==> src/rtl/keycode_cmd_filter.sv <==
// Converts per-frame USB HID keycode samples into direction commands with press, auto-repeat,
// release and jump pulses. Frame timing comes from a synchronised VGA vsync falling edge.
module keycode_cmd_filter #(
  parameter int unsigned REPEAT_DELAY = 15,
  parameter int unsigned REPEAT_RATE  = 4
) (
  input  logic        Clk,
  input  logic        Reset_n,
  input  logic [15:0] Keycode,
  input  logic        frame_vs,
  output logic        frame_tick,
  output logic [3:0]  cur_dir,
  output logic        cmd_valid,
  output logic [3:0]  cmd_dir,
  output logic        release_pulse,
  output logic        jump_pulse,
  output logic [7:0]  held_frames
);

  typedef enum logic [1:0] {IDLE, PRESS, DELAY, REPEAT} state_t;

  localparam logic [7:0] DELAY_LIM = 8'(REPEAT_DELAY);
  localparam logic [7:0] RATE_LIM  = 8'(REPEAT_RATE);
  localparam logic [7:0] KEY_SPACE = 8'h2C;

  state_t     state, state_nxt;
  logic [7:0] cnt, cnt_nxt, cnt_inc;
  logic [7:0] held_nxt;
  logic       emit, rel;
  logic       vs_s1, vs_s2, vs_s3;
  logic       prev_space, space_now;
  logic [3:0] dir0, dir1, dir;

  function automatic logic [3:0] decode(input logic [7:0] k);
    case (k)
      8'h1A:   decode = 4'b1000;
      8'h16:   decode = 4'b0100;
      8'h04:   decode = 4'b0010;
      8'h07:   decode = 4'b0001;
      default: decode = 4'b0000;
    endcase
  endfunction

  always_comb begin
    dir0      = decode(Keycode[7:0]);
    dir1      = decode(Keycode[15:8]);
    dir       = (dir0 != 4'b0000) ? dir0 : dir1;
    space_now = (Keycode[7:0] == KEY_SPACE) || (Keycode[15:8] == KEY_SPACE);
  end

  // Next state is only committed on frame_tick; cur_dir holds the previous frame's direction.
  always_comb begin
    state_nxt = state;
    cnt_nxt   = cnt;
    held_nxt  = held_frames;
    cnt_inc   = cnt + 8'd1;
    emit      = 1'b0;
    rel       = 1'b0;
    if (state == IDLE) begin
      if (dir != 4'b0000) begin
        state_nxt = PRESS;
        emit      = 1'b1;
        cnt_nxt   = '0;
        held_nxt  = '0;
      end
    end else if (dir == 4'b0000) begin
      state_nxt = IDLE;
      rel       = 1'b1;
      cnt_nxt   = '0;
      held_nxt  = '0;
    end else if (dir != cur_dir) begin
      state_nxt = PRESS;
      emit      = 1'b1;
      cnt_nxt   = '0;
      held_nxt  = '0;
    end else begin
      held_nxt = (held_frames == 8'hFF) ? 8'hFF : held_frames + 8'd1;
      case (state)
        PRESS: begin
          state_nxt = DELAY;
          cnt_nxt   = 8'd1;
        end
        // First repeat fires REPEAT_DELAY+2 frames after the press (frame 17 with defaults).
        DELAY: begin
          if (cnt >= DELAY_LIM) begin
            state_nxt = REPEAT;
            emit      = 1'b1;
            cnt_nxt   = '0;
          end else begin
            cnt_nxt = cnt_inc;
          end
        end
        REPEAT: begin
          if (cnt_inc >= RATE_LIM) begin
            emit    = 1'b1;
            cnt_nxt = '0;
          end else begin
            cnt_nxt = cnt_inc;
          end
        end
        default: state_nxt = IDLE;
      endcase
    end
  end

  always_ff @(posedge Clk or negedge Reset_n) begin
    if (!Reset_n) state <= IDLE;
    else if (frame_tick) state <= state_nxt;
  end

  always_ff @(posedge Clk or negedge Reset_n) begin
    if (!Reset_n) begin
      vs_s1         <= 1'b1;
      vs_s2         <= 1'b1;
      vs_s3         <= 1'b1;
      frame_tick    <= 1'b0;
      cnt           <= '0;
      cur_dir       <= '0;
      cmd_valid     <= 1'b0;
      cmd_dir       <= '0;
      release_pulse <= 1'b0;
      jump_pulse    <= 1'b0;
      held_frames   <= '0;
      prev_space    <= 1'b0;
    end else begin
      vs_s1         <= frame_vs;
      vs_s2         <= vs_s1;
      vs_s3         <= vs_s2;
      frame_tick    <= vs_s3 & ~vs_s2;
      cmd_valid     <= 1'b0;
      release_pulse <= 1'b0;
      jump_pulse    <= 1'b0;
      if (frame_tick) begin
        cnt           <= cnt_nxt;
        cur_dir       <= dir;
        cmd_valid     <= emit;
        release_pulse <= rel;
        jump_pulse    <= space_now & ~prev_space;
        held_frames   <= held_nxt;
        prev_space    <= space_now;
        if (emit) cmd_dir <= dir;
      end
    end
  end

endmodule

==> config.mk <==
export PLATFORM = sky130hd
export DESIGN_NAME = keycode_cmd_filter
export DESIGN_NICKNAME = d
export VERILOG_FILES = /design/src/rtl/keycode_cmd_filter.sv
export SDC_FILE = /design/constraint.sdc
export NUM_CORES = 1
export LEC_CHECK = 0
export ABC_AREA = 1
export CORE_MARGIN = 4
export CORE_UTILIZATION = 45
export CTS_BUF_LIST = sky130_fd_sc_hd__clkbuf_8
export CTS_CLUSTER_DIAMETER = 150
export DETAILED_ROUTE_END_ITERATION = 8
export PLACE_DENSITY = 0.81
export SETUP_SLACK_MARGIN = 0.3
export SLEW_MARGIN = 0
export SYNTH_ARGS = -nofsm -noshare
export SYNTH_HDL_FRONTEND = slang
export SYNTH_SLANG_ARGS = --single-unit
==> constraint.sdc <==
create_clock -name Clk -period 1.8 [get_ports Clk]
set_input_delay 0.36 -clock Clk [delete_from_list [all_inputs] [get_ports Clk]]
set_output_delay 0.36 -clock Clk [all_outputs]
set_load 0.02 [all_outputs]
== Word level (Yosys, flattened, before mapping) ==
Cells that the tools add are included.
Operators by class
  add/sub/neg operators: 2
  magnitude comparators: 2
  equal/unequal tests: 18
  mux-type cells: 32
  bitwise logic cells: 4
  reductions and logical operators: 10
Operators with widths (count)
  8-bit two-way mux: 10
  8-bit by 3-bit == test with 1-bit output (second input constant): 4
  8-bit by 5-bit == test with 1-bit output (second input constant): 4
  4-bit one-hot mux with 4 select lines: 2
  8-bit one-hot mux with 3 select lines: 1
  8-bit by 1-bit adder with 8-bit output (second input constant): 2
  8-bit by 6-bit == test with 1-bit output (second input constant): 2
  1-bit two-way mux: 11
  2-bit two-way mux: 5
  8-bit == test (second input constant): 1
  8-bit by 3-bit greater-or-equal comparator with 1-bit output (second input constant): 1
  8-bit by 4-bit greater-or-equal comparator with 1-bit output (second input constant): 1
  4-bit nonzero test: 2
  2-bit one-hot mux with 3 select lines: 1
  6-bit nonzero test: 1
  5-bit inequality test (second input constant): 1
  2-bit == test (second input constant): 2
  4-bit zero test: 1
  4-bit two-way mux: 1
  4-bit inequality test: 1
  4-bit inequality test (second input constant): 1
  2-bit AND reduction: 2
  4-bit AND reduction: 1
  3-bit AND reduction: 1
  other kinds (7): 9
Storage, ports and cells
  bits in registers: 34
  bits of input ports: 19
  output and inout port bits: 20
  logic and storage cells: 81

== Longest topological paths before layout ==
Gate-level depths: netlist of run 1.
  depth after elaboration: 9
  mapped depth: 16
  gate-level depth less buffers: 16

== Worst setup path before layout of run 1 ==
Ideal clock, no wire load.
  path kind: input -> register
  start point: input port Keycode[7]
  end point: register cnt[3]
  library setup time: 0.121 ns
  data arrival time: 1.622 ns
  data required time: 1.679 ns
  setup slack: 0.057 ns
  cell stages on the path: 14
  buffers on the path: 0
  cells stage by stage: nor2_1 > inv_1 > nor2_2 > o21ai_4 > nand3_2 > nand2_2 > nor2_2 > nand2_2 > nand2_1 > inv_2 > nand3_2 > nand2_4 > nand2_1 > o21ai_1
Between the ends
  longest elaborated chain between the ends: 8
  elaborated cells on any way between the ends: 16
  those cells by class: 6 x eq/ne; 5 x mux; 5 x reduce/logical
RTL lines
  from (decl): RTL line 9  | input logic [15:0] Keycode,
  8-bit by 3-bit == test with 1-bit output / 8-bit by 5-bit == test with 1-bit output (equally long branches): RTL line 35  | case (k)
  4-bit one-hot mux with 4 select lines *: RTL line 35
  4-bit nonzero test: RTL line 47  | dir = (dir0 != 4'b0000) ? dir0 : dir1;
  4-bit two-way mux *: RTL line 47
  4-bit inequality test: RTL line 71  | end else if (dir != cur_dir) begin
  8-bit two-way mux: RTL line 71
  8-bit two-way mux: RTL line 66  | end else if (dir == 4'b0000) begin
  8-bit two-way mux: RTL line 59  | if (state == IDLE) begin
  to (signal assigned): RTL line 134  | cnt <= cnt_nxt;
  to (decl): RTL line 27  | logic [7:0] cnt, cnt_nxt, cnt_inc;
Mark *: on every way between the ends. The rest lies on a longest branch, timed or not.
A chain may end at the register's enable or synchronous reset.

== Final worst setup path of run 1 ==
  start point: input port Keycode[14]
  end point: register cnt[1]
Between the ends
  longest elaborated chain between the ends: 7
  elaborated cells on any way between the ends: 15
  those cells by class: 6 x eq/ne; 5 x mux; 4 x reduce/logical
RTL lines (RTL line)
  8-bit by 3-bit == test with 1-bit output / 8-bit by 5-bit == test with 1-bit output (equally long branches): 35
  4-bit one-hot mux with 4 select lines *: 35
  4-bit two-way mux *: 47
  4-bit inequality test: 71
  8-bit two-way mux: 71
  8-bit two-way mux: 66
  8-bit two-way mux: 59
Marked as above.

==> results.md, run 1 <==
- Outcome: finished, violations left
- Failing checks: negative setup slack
- Final-layout fill cell count: 315
- Switching Fraction: 31.2%
- TritonCTS clock tree: done
- Placer congestion estimate: 0.837
- Top post-synthesis cells by area: dfrtp_1 36%, nand2_1 11%, inv_1 8.7%, nand3_1 5.2%, nor2_1 4.8%
- RSZ-0062 raised after global routing: yes
- Endpoints failing setup: 21
- Fin crit period: 1.91 ns
- Final slew viol count: 0
- Fin area: 0.00330 mm^2
- WS Path Type: in -> reg
- Buffers on Ports: 38
- CTS Sinks: 34
- Synth area leader: dfrtp_1
- Area growth syn-to-layout: 55.3%
- Final design utilization: 73.8%
- Required time worst endpoint: 2.01 ns
- Rows: 24
- Internal: 0.00125 W
- Die width: 76.7 um
- Clock power frac: 31.4%
- Post-Place Cell Area: 0.00285 mm^2
- Syn nets: 317
- Buf/Inv on CP: 4
- Number of distinct library cells after synthesis: 30
- Rel. slew slack: 71.6%
- Worst EP arrival: 2.12 ns
- Sw Pwr: 0.000569 W
- Vias in the first global route: 2251
- Mapped Area: 0.00213 mm^2
- Nets: 396
- Share of cells above drive strength 1: 41.8%
- Post-CTS Hold Fix Bufs: 0
- DR WL/cell: 15.0 um
- Tot GR Track Use: 20.7%
- Worst-path fanout max: 4
- Critical Path Max Stage Delay: 0.23 ns
- Crit start category: input port
- Total gr overflow: 0
- I/O pin cnt: 39
- DP Worst Slack: -0.623 ns
- Total die area: 0.00589 mm^2
- Pwr/cell area: 552 mW/mm^2
- Clk slew on worst S/H paths: 0.07 ns
- Min-delay worst type: reg -> reg
- Initial core utilization: 47.5%
- Core ar.: 0.00447 mm^2
- Final period util: 106%
- Most Frequent Cell on Critical Path: nand2_2
- Antenna-violating nets left: 0
- CP Capture Type: flop
- Worst-Skew Late Latency: 0.29 ns
- Worst VDD drop: 0.653 mV
- Slowest cell on crit path: clkdlybuf4s15_2
- CTS Buffer Depth: 2
- Syn_area_per_cell: 7.26 um^2
- 1st-pass router iterations: 5
- Root buf cell: clkbuf_8
- Number of max-cap violations: 0
- Sequential share of power: 44.4%
- Worst slew pin tran: 0.426 ns
- Post-synthesis register bit count: 34
- Worst r2r path cells: 10
- Max Freq: 523 MHz
- Worst R2R Start: cnt[0]
- Htree depth: 2
- Drt total wl: 6360 um
- DIE HEIGHT: 76.7 um
- Post-route setup slack: -0.111 ns
- DR vias/cell: 5.32
- Part of the Yosys area used for sequential elements: 40.2%
- Delay-heaviest family, CP: simple AND/OR/NAND/NOR gates
- Post-DP HPWL: 3690 um
- Cts bufs inserted: 5
- First-pass GRT wire length: 10100 um
- P_leak: 1.61 nW
- Worst Hold Path Cells: 0
- Final Hold Fails: 0
- Initial antenna violation count: 0
- Synth top area share: 36.5%
- Combinational fraction of design power: 24.2%
- Hold path start: vs_s1
- Worst R2R Setup Slack: 0.02 ns
- Reg2Reg Capture Point: cnt[1]
- Vias: 2263
- Synthesis Warnings: 0
- Largest net degree at the start of global routing: 35
- Tot Pwr: 0.00182 W
- Worst path cell trace: clkdlybuf4s15_2, nor2_4, nand2_2, nor3_4, nand3_2, nand2_2, buf_6, nor2_4, nand2_2, nand2_2, inv_2, buf_4, nand4_1, o21ai_1
- Starting DRC count in detailed routing: 195
- Layout Skew: 0.00819 ns
- # diodes: 0
- Cells after Synth: 293
- DRC viols: 0
- Min-Delay Endpoint: vs_s2
-- cell usage after synthesis --
| cell type | count |
|---|---|
| a21oi_1 | 2 |
| a31oi_1 | 3 |
| buf_2 | 1 |
| buf_4 | 1 |
| buf_6 | 1 |
| clkbuf_1 | 1 |
| dfrtp_1 | 31 |
| dfstp_2 | 3 |
| ha_1 | 5 |
| inv_1 | 49 |
| inv_2 | 5 |
| nand2_1 | 65 |
| nand2_2 | 9 |
| nand2_4 | 1 |
| nand3_1 | 22 |
| nand3_2 | 5 |
| nand3b_1 | 1 |
| nand4_1 | 8 |
| nor2_1 | 27 |
| nor2_2 | 5 |
| nor2_4 | 2 |
| nor3_1 | 8 |
| nor4_1 | 2 |
| o21ai_0 | 12 |
| o21ai_1 | 16 |
| o21ai_2 | 1 |
| o21ai_4 | 1 |
| or2_1 | 1 |
| or2_2 | 1 |
| xor2_1 | 4 |
-- registers in the layout, summed over array words and instances, names as in the netlist --
| signal | count |
|---|---|
| state | 2 |
| frame_tick | 1 |
| cmd_dir | 4 |
| cnt | 8 |
| cmd_valid | 1 |
| vs_s3 | 1 |
| jump_pulse | 1 |
| prev_space | 1 |
| release_pulse | 1 |
| cur_dir | 4 |
| vs_s2 | 1 |
| vs_s1 | 1 |
| held_frames | 8 |
-- timing repair --
item,in CTS,in global routing
pin swaps,50,33
cloned,2,0
setup endpoints to repair,48,25
buffers inserted,9,5
resized for setup,133,26
-- per-layer routing --
| layer | vias up | GRT usage, % | wire length (um) |
|---|---|---|---|
| met3 | 26 | 5.15 | 285 |
| met4 | 0 | 6.88 | 223 |
| met5 | - | 0 | 0 |
| li1 | 1088 | - | - |
| met2 | 78 | 35.1 | 3160 |
| met1 | 1071 | 25.7 | 2690 |
-- kinds of logic after synthesis --
kind of cell	after synthesis	share of synthesized area, %
DFF	34	40.2
buffers and inverters	58	10.8
and+or+nand+nor	157	35.3
adders and majority gates	5	2.94
xor gates and xnor gates	4	1.65
AOI/OAI and AO/OA	35	9.12
-- placed cells by master (no fill, tap or decap), types with 3 or more instances in the layout --
cell            n
buf_2           7
dlygate4sd2_1  19
inv_2           7
dfrtp_1        31
nor2_4         18
buf_4          28
nand3_1        13
nand2_2        24
o21ai_2         5
nand2_1        44
xor2_1          4
nor2_1         12
inv_1          43
dfstp_2         3
nand4_1         8
ha_1            4
nor3_1          5
inv_4           3
nor2_2          4
nand3_4         7
nand3_2         7
o21ai_1        14
buf_6           9
clkbuf_2        3
clkbuf_8        6
nand2_4         8
o21ai_0         9
-- how the worst max path moves through the flow --
stage | start | end | slack (ns) | cells after the start
after detailed placement | Keycode[1] | held_frames[6] | -0.62 | 16
final | Keycode[14] | cnt[1] | -0.11 | 14
after CTS | Keycode[15] | held_frames[0] | 0.06 | 15
after global placement | Keycode[3] | state[0] | -0.57 | 16
after global routing | Keycode[14] | cnt[1] | -0.21 | 14
after floorplan | Keycode[7] | cmd_dir[0] | 0.15 | 15
-- power by group through the flow --
stage / Combinational [W] / Sequential, W / Clock (W)
global route: 0.000477 / 0.000811 / 0.000613
finish: 0.000440 / 0.000809 / 0.000573
detailed placement: 0.000356 / 0.000821 / 0
CTS: 0.000395 / 0.000807 / 0.000586
floorplan: 0.000201 / 0.000826 / 0
global placement: 0.000348 / 0.000820 / 0
-- metrics by stage --
| stage | instances | setup TNS (ns) | hold slack (ns) |
|---|---|---|---|
| final | 425 | -0.781 | 0.363 |
| after global routing | 425 | -3.03 | 0.371 |
| after CTS | 420 | 0 | 0.365 |
| after detailed placement | 401 | -14.45 | 0.351 |
| after global placement | 401 | -13.07 | 0.352 |
| after floorplan | 293 | 0 | 0.0644 |
-- area by class of cell --
class	instances	area (um^2)	area share, %
timing repair buffer	74	621	18.8
clock inverter	2	8.76	0.265
inverter	54	220	6.67
clock buffer	6	82.6	2.50
multi-input combinational	203	1450	43.9
tap	52	65.1	1.97
sequential	34	855	25.9
Power figures use the tool's default switching activity.
==> inputs of run 2 (changes only) <==
--- a/config.mk
+++ b/config.mk
@@ -11,6 +11,7 @@
 export CTS_BUF_LIST = sky130_fd_sc_hd__clkbuf_8
 export CTS_CLUSTER_DIAMETER = 150
 export DETAILED_ROUTE_END_ITERATION = 8
+export MAX_ROUTING_LAYER = met4
 export PLACE_DENSITY = 0.81
 export SETUP_SLACK_MARGIN = 0.3
 export SLEW_MARGIN = 0
==> constraint.sdc (replaced) <==
create_clock -name Clk -period 2.3 [get_ports Clk]
set_input_delay 0.46 -clock Clk [delete_from_list [all_inputs] [get_ports Clk]]
set_output_delay 0.46 -clock Clk [all_outputs]
set_load 0.02 [all_outputs]
==> run 2 against run 1 <==
  * The run now ends clean
  * Design area shrank 0.61%
  * Worst setup slack gained 0.35 ns
  * Flip-flop and latch count is the same
  * Largest power group unchanged
==> results.md, run 2 (synthesized netlist as in run 1, its figures left out) <==
- Most Frequent Cell on Critical Path: nand2_2
- Final Non-Filler Cells: 423 (-0.47%)
- CP Capture Type: flop
- Vias in the first global route: 2177 (-3.3%)
- Largest net degree at the start of global routing: 35 (unchanged)
- Critical Path Max Stage Delay: 0.27 ns (+0.04 ns)
- Vias: 2348 (+3.8%)
- DR vias/cell: 5.55 (+4.2%)
- CTS Buffer Depth: 2 (unchanged)
- Required time worst endpoint: 2.53 ns (+0.52 ns)
- Worst slew pin tran: 0.447 ns (+0.0213 ns)
- Final period util: 89.4%
- Nets: 394 (-0.51%)
- Antenna-violating nets left: 0 (unchanged)
- Worst R2R Start: cnt[0]
- Hold path start: vs_s1
- Sw Pwr: 0.000468 W (-18%)
- Initial core utilization: 47.5% (unchanged)
- I/O pin cnt: 39 (unchanged)
- Worst-path fanout max: 4 (unchanged)
- DRC viols: 0 (unchanged)
- Internal: 0.00108 W (-14%)
- Placer congestion estimate: 0.821 (-1.8%)
- Fin area: 0.00328 mm^2 (-0.61%)
- Worst-Skew Late Latency: 0.30 ns (about the same)
- Clock power frac: 36.4% (+5.0 points)
- First-pass GRT wire length: 9680 um (-3.8%)
- Worst VDD drop: 0.425 mV (-35%)
- Post-CTS Hold Fix Bufs: 0 (unchanged)
- P_leak: 1.51 nW (-6.0%)
- Number of max-cap violations: 0 (unchanged)
- Buffers on Ports: 38 (unchanged)
- Clk slew on worst S/H paths: 0.08 ns (about the same)
- # diodes: 0 (unchanged)
- DP Worst Slack: -0.259 ns (+0.364 ns)
- Regs by FF count: cnt: 8 flops, held_frames: 8 flops
- Slowest cell on crit path: o21ai_4
- Final Hold Fails: 0 (unchanged)
- Drt total wl: 6790 um (+6.8%)
- Final slew viol count: 0 (unchanged)
- TritonCTS clock tree: done
- Sequential share of power: 40.9% (-3.5 points)
- Worst path cell trace: buf_4, inv_2, nand2_4, nor2_2, o21ai_4, nand3_2, nand2_2, nand2_1, nand2_1, nand2_2, inv_2, nand2_2, nor2_4, buf_12, nand2_2, nand2_2, nand2_2, nand2_1
- Rel. slew slack: 70.2% (-1.4 points)
- Area of the multi-input gates: 0.00135 mm^2 (-7.2%)
- Endpoints failing setup: 0 (-100%)
- Combinational fraction of design power: 22.7% (-1.5 points)
- Pwr/cell area: 473 mW/mm^2 (-14%)
- Total gr overflow: 0 (unchanged)
- Tot GR Track Use: 20.6% (-0.15 points)
- Post-DP HPWL: 3620 um (-1.8%)
- WS Path Type: in -> reg
- Storage cell area: 856 um^2 (+0.15%)
- DR WL/cell: 16.1 um (+7.3%)
- Post-route setup slack: 0.244 ns (+0.355 ns)
- Commonest non-fill, non-tap cell in the layout: nand2_1
- Cts bufs inserted: 5 (unchanged)
- Crit. Startpoint: Keycode[3]
- Max Freq: 486 MHz
- Initial antenna violation count: 0 (unchanged)
- Htree depth: 2 (unchanged)
- 1st-pass router iterations: 5 (unchanged)
- Share of cells above drive strength 1: 39.1% (-2.7 points)
- Worst EP arrival: 2.29 ns (+0.17 ns)
- RSZ-0062 raised after global routing: yes
- Die width: 76.7 um (unchanged)
- Layout Skew: 0.00862 ns (+0.000428 ns)
- Buf/Inv on CP: 4 (unchanged)
- Root buf cell: clkbuf_8
- Post-Place Cell Area: 0.00267 mm^2 (-6.6%)
- Cell Count Post-Placement: 392 (-2.2%)
- Switching Fraction: 30.2% (-1.0 points)
- Tot Pwr: 0.00155 W (-15%)
- Final-layout fill cell count: 289 (-8.3%)
- Rows: 24 (unchanged)
- Most used cells in the layout excluding fill and tap cells: 46 x nand2_1, 43 x inv_1, 30 x dfrtp_1, 27 x buf_4, 22 x clkdlybuf4s50_1
- Total die area: 0.00589 mm^2 (unchanged)
- Min-delay worst type: reg -> reg
- CTS Sinks: 34 (unchanged)
- Crit start category: input port
- Outcome: complete, no violations
- Final Hold Slack: 0.358 ns (-0.00440 ns)
- DIE HEIGHT: 76.7 um (unchanged)
- Area growth syn-to-layout: 54.4%
- Delay-heaviest family, CP: simple AND/OR/NAND/NOR gates
- Starting DRC count in detailed routing: 292 (+50%)
- Fin crit period: 2.06 ns
- Core ar.: 0.00447 mm^2 (unchanged)
[run 2: changes by cell type in the layout (fill, tap and decap cells not counted), moves of 5 or more]
cell             delta
clkdlybuf4s50_1    +20
dlygate4sd2_1      -19
nor2_4              -8
buf_2               -7
clkbuf_2            +5
nor2_2              +6
[run 2: power by group through the flow]
stage	clock network, W	logic (W)	registers (W)
3_5_place_dp	0	0.000241	0.000645
3_3_place_gp	0	0.000239	0.000644
2_1_floorplan	0	0.000133	0.000647
4_1_cts	0.000569	0.000292	0.000633
6_report	0.000564	0.000352	0.000635
5_1_grt	0.000592	0.000377	0.000637
[run 2: area by class of cell]
cell class	count	share of cell area, %
inverters	54	6.40
repair buffers	72	21.1
flip-flops and latches	34	26.1
clock inverters	3	1.37
well taps	52	1.98
multi-input cells	203	41.0
clock buffers	5	2.10
[run 2: final timing paths]
check	end	slack (ns)	cells past startpoint
min in group asynchronous	cur_dir[2]	0.58	2
max reg2reg	cnt[0]	0.44	13
min	vs_s2	0.36	0
max in group asynchronous	vs_s2	1.36	2
min reg2reg	vs_s2	0.36	0
max	state[1]	0.24	18
[run 2: repair_timing]
action / 4_1_cts / 5_1_grt
resized for setup: 64 / 84
pin swaps: 37 / 30
endpoints found under the setup margin: 23 / 24
buffers inserted: 13 / 7
gates cloned: 3 / 0
[run 2: per-layer routing]
metal | GRT usage, % | vias to the layer above | routed length [um]
li1 | - | 1087 | -
met1 | 24.8 | 1119 | 2670
met2 | 33.5 | 116 | 3460
met3 | 4.92 | 26 | 474
met4 | 7.61 | 0 | 189
met5 | - | - | 0
[run 2: stage by stage]
| stage | utilization (%) | TNS (ns) |
|---|---|---|
| after floorplan | - | 0 |
| after global placement | 59.6 | -3.04 |
| final | 73.4 | 0 |
| after global routing | 73.4 | 0 |
| after CTS | 68.3 | 0 |
| after detailed placement | 59.6 | -4.46 |
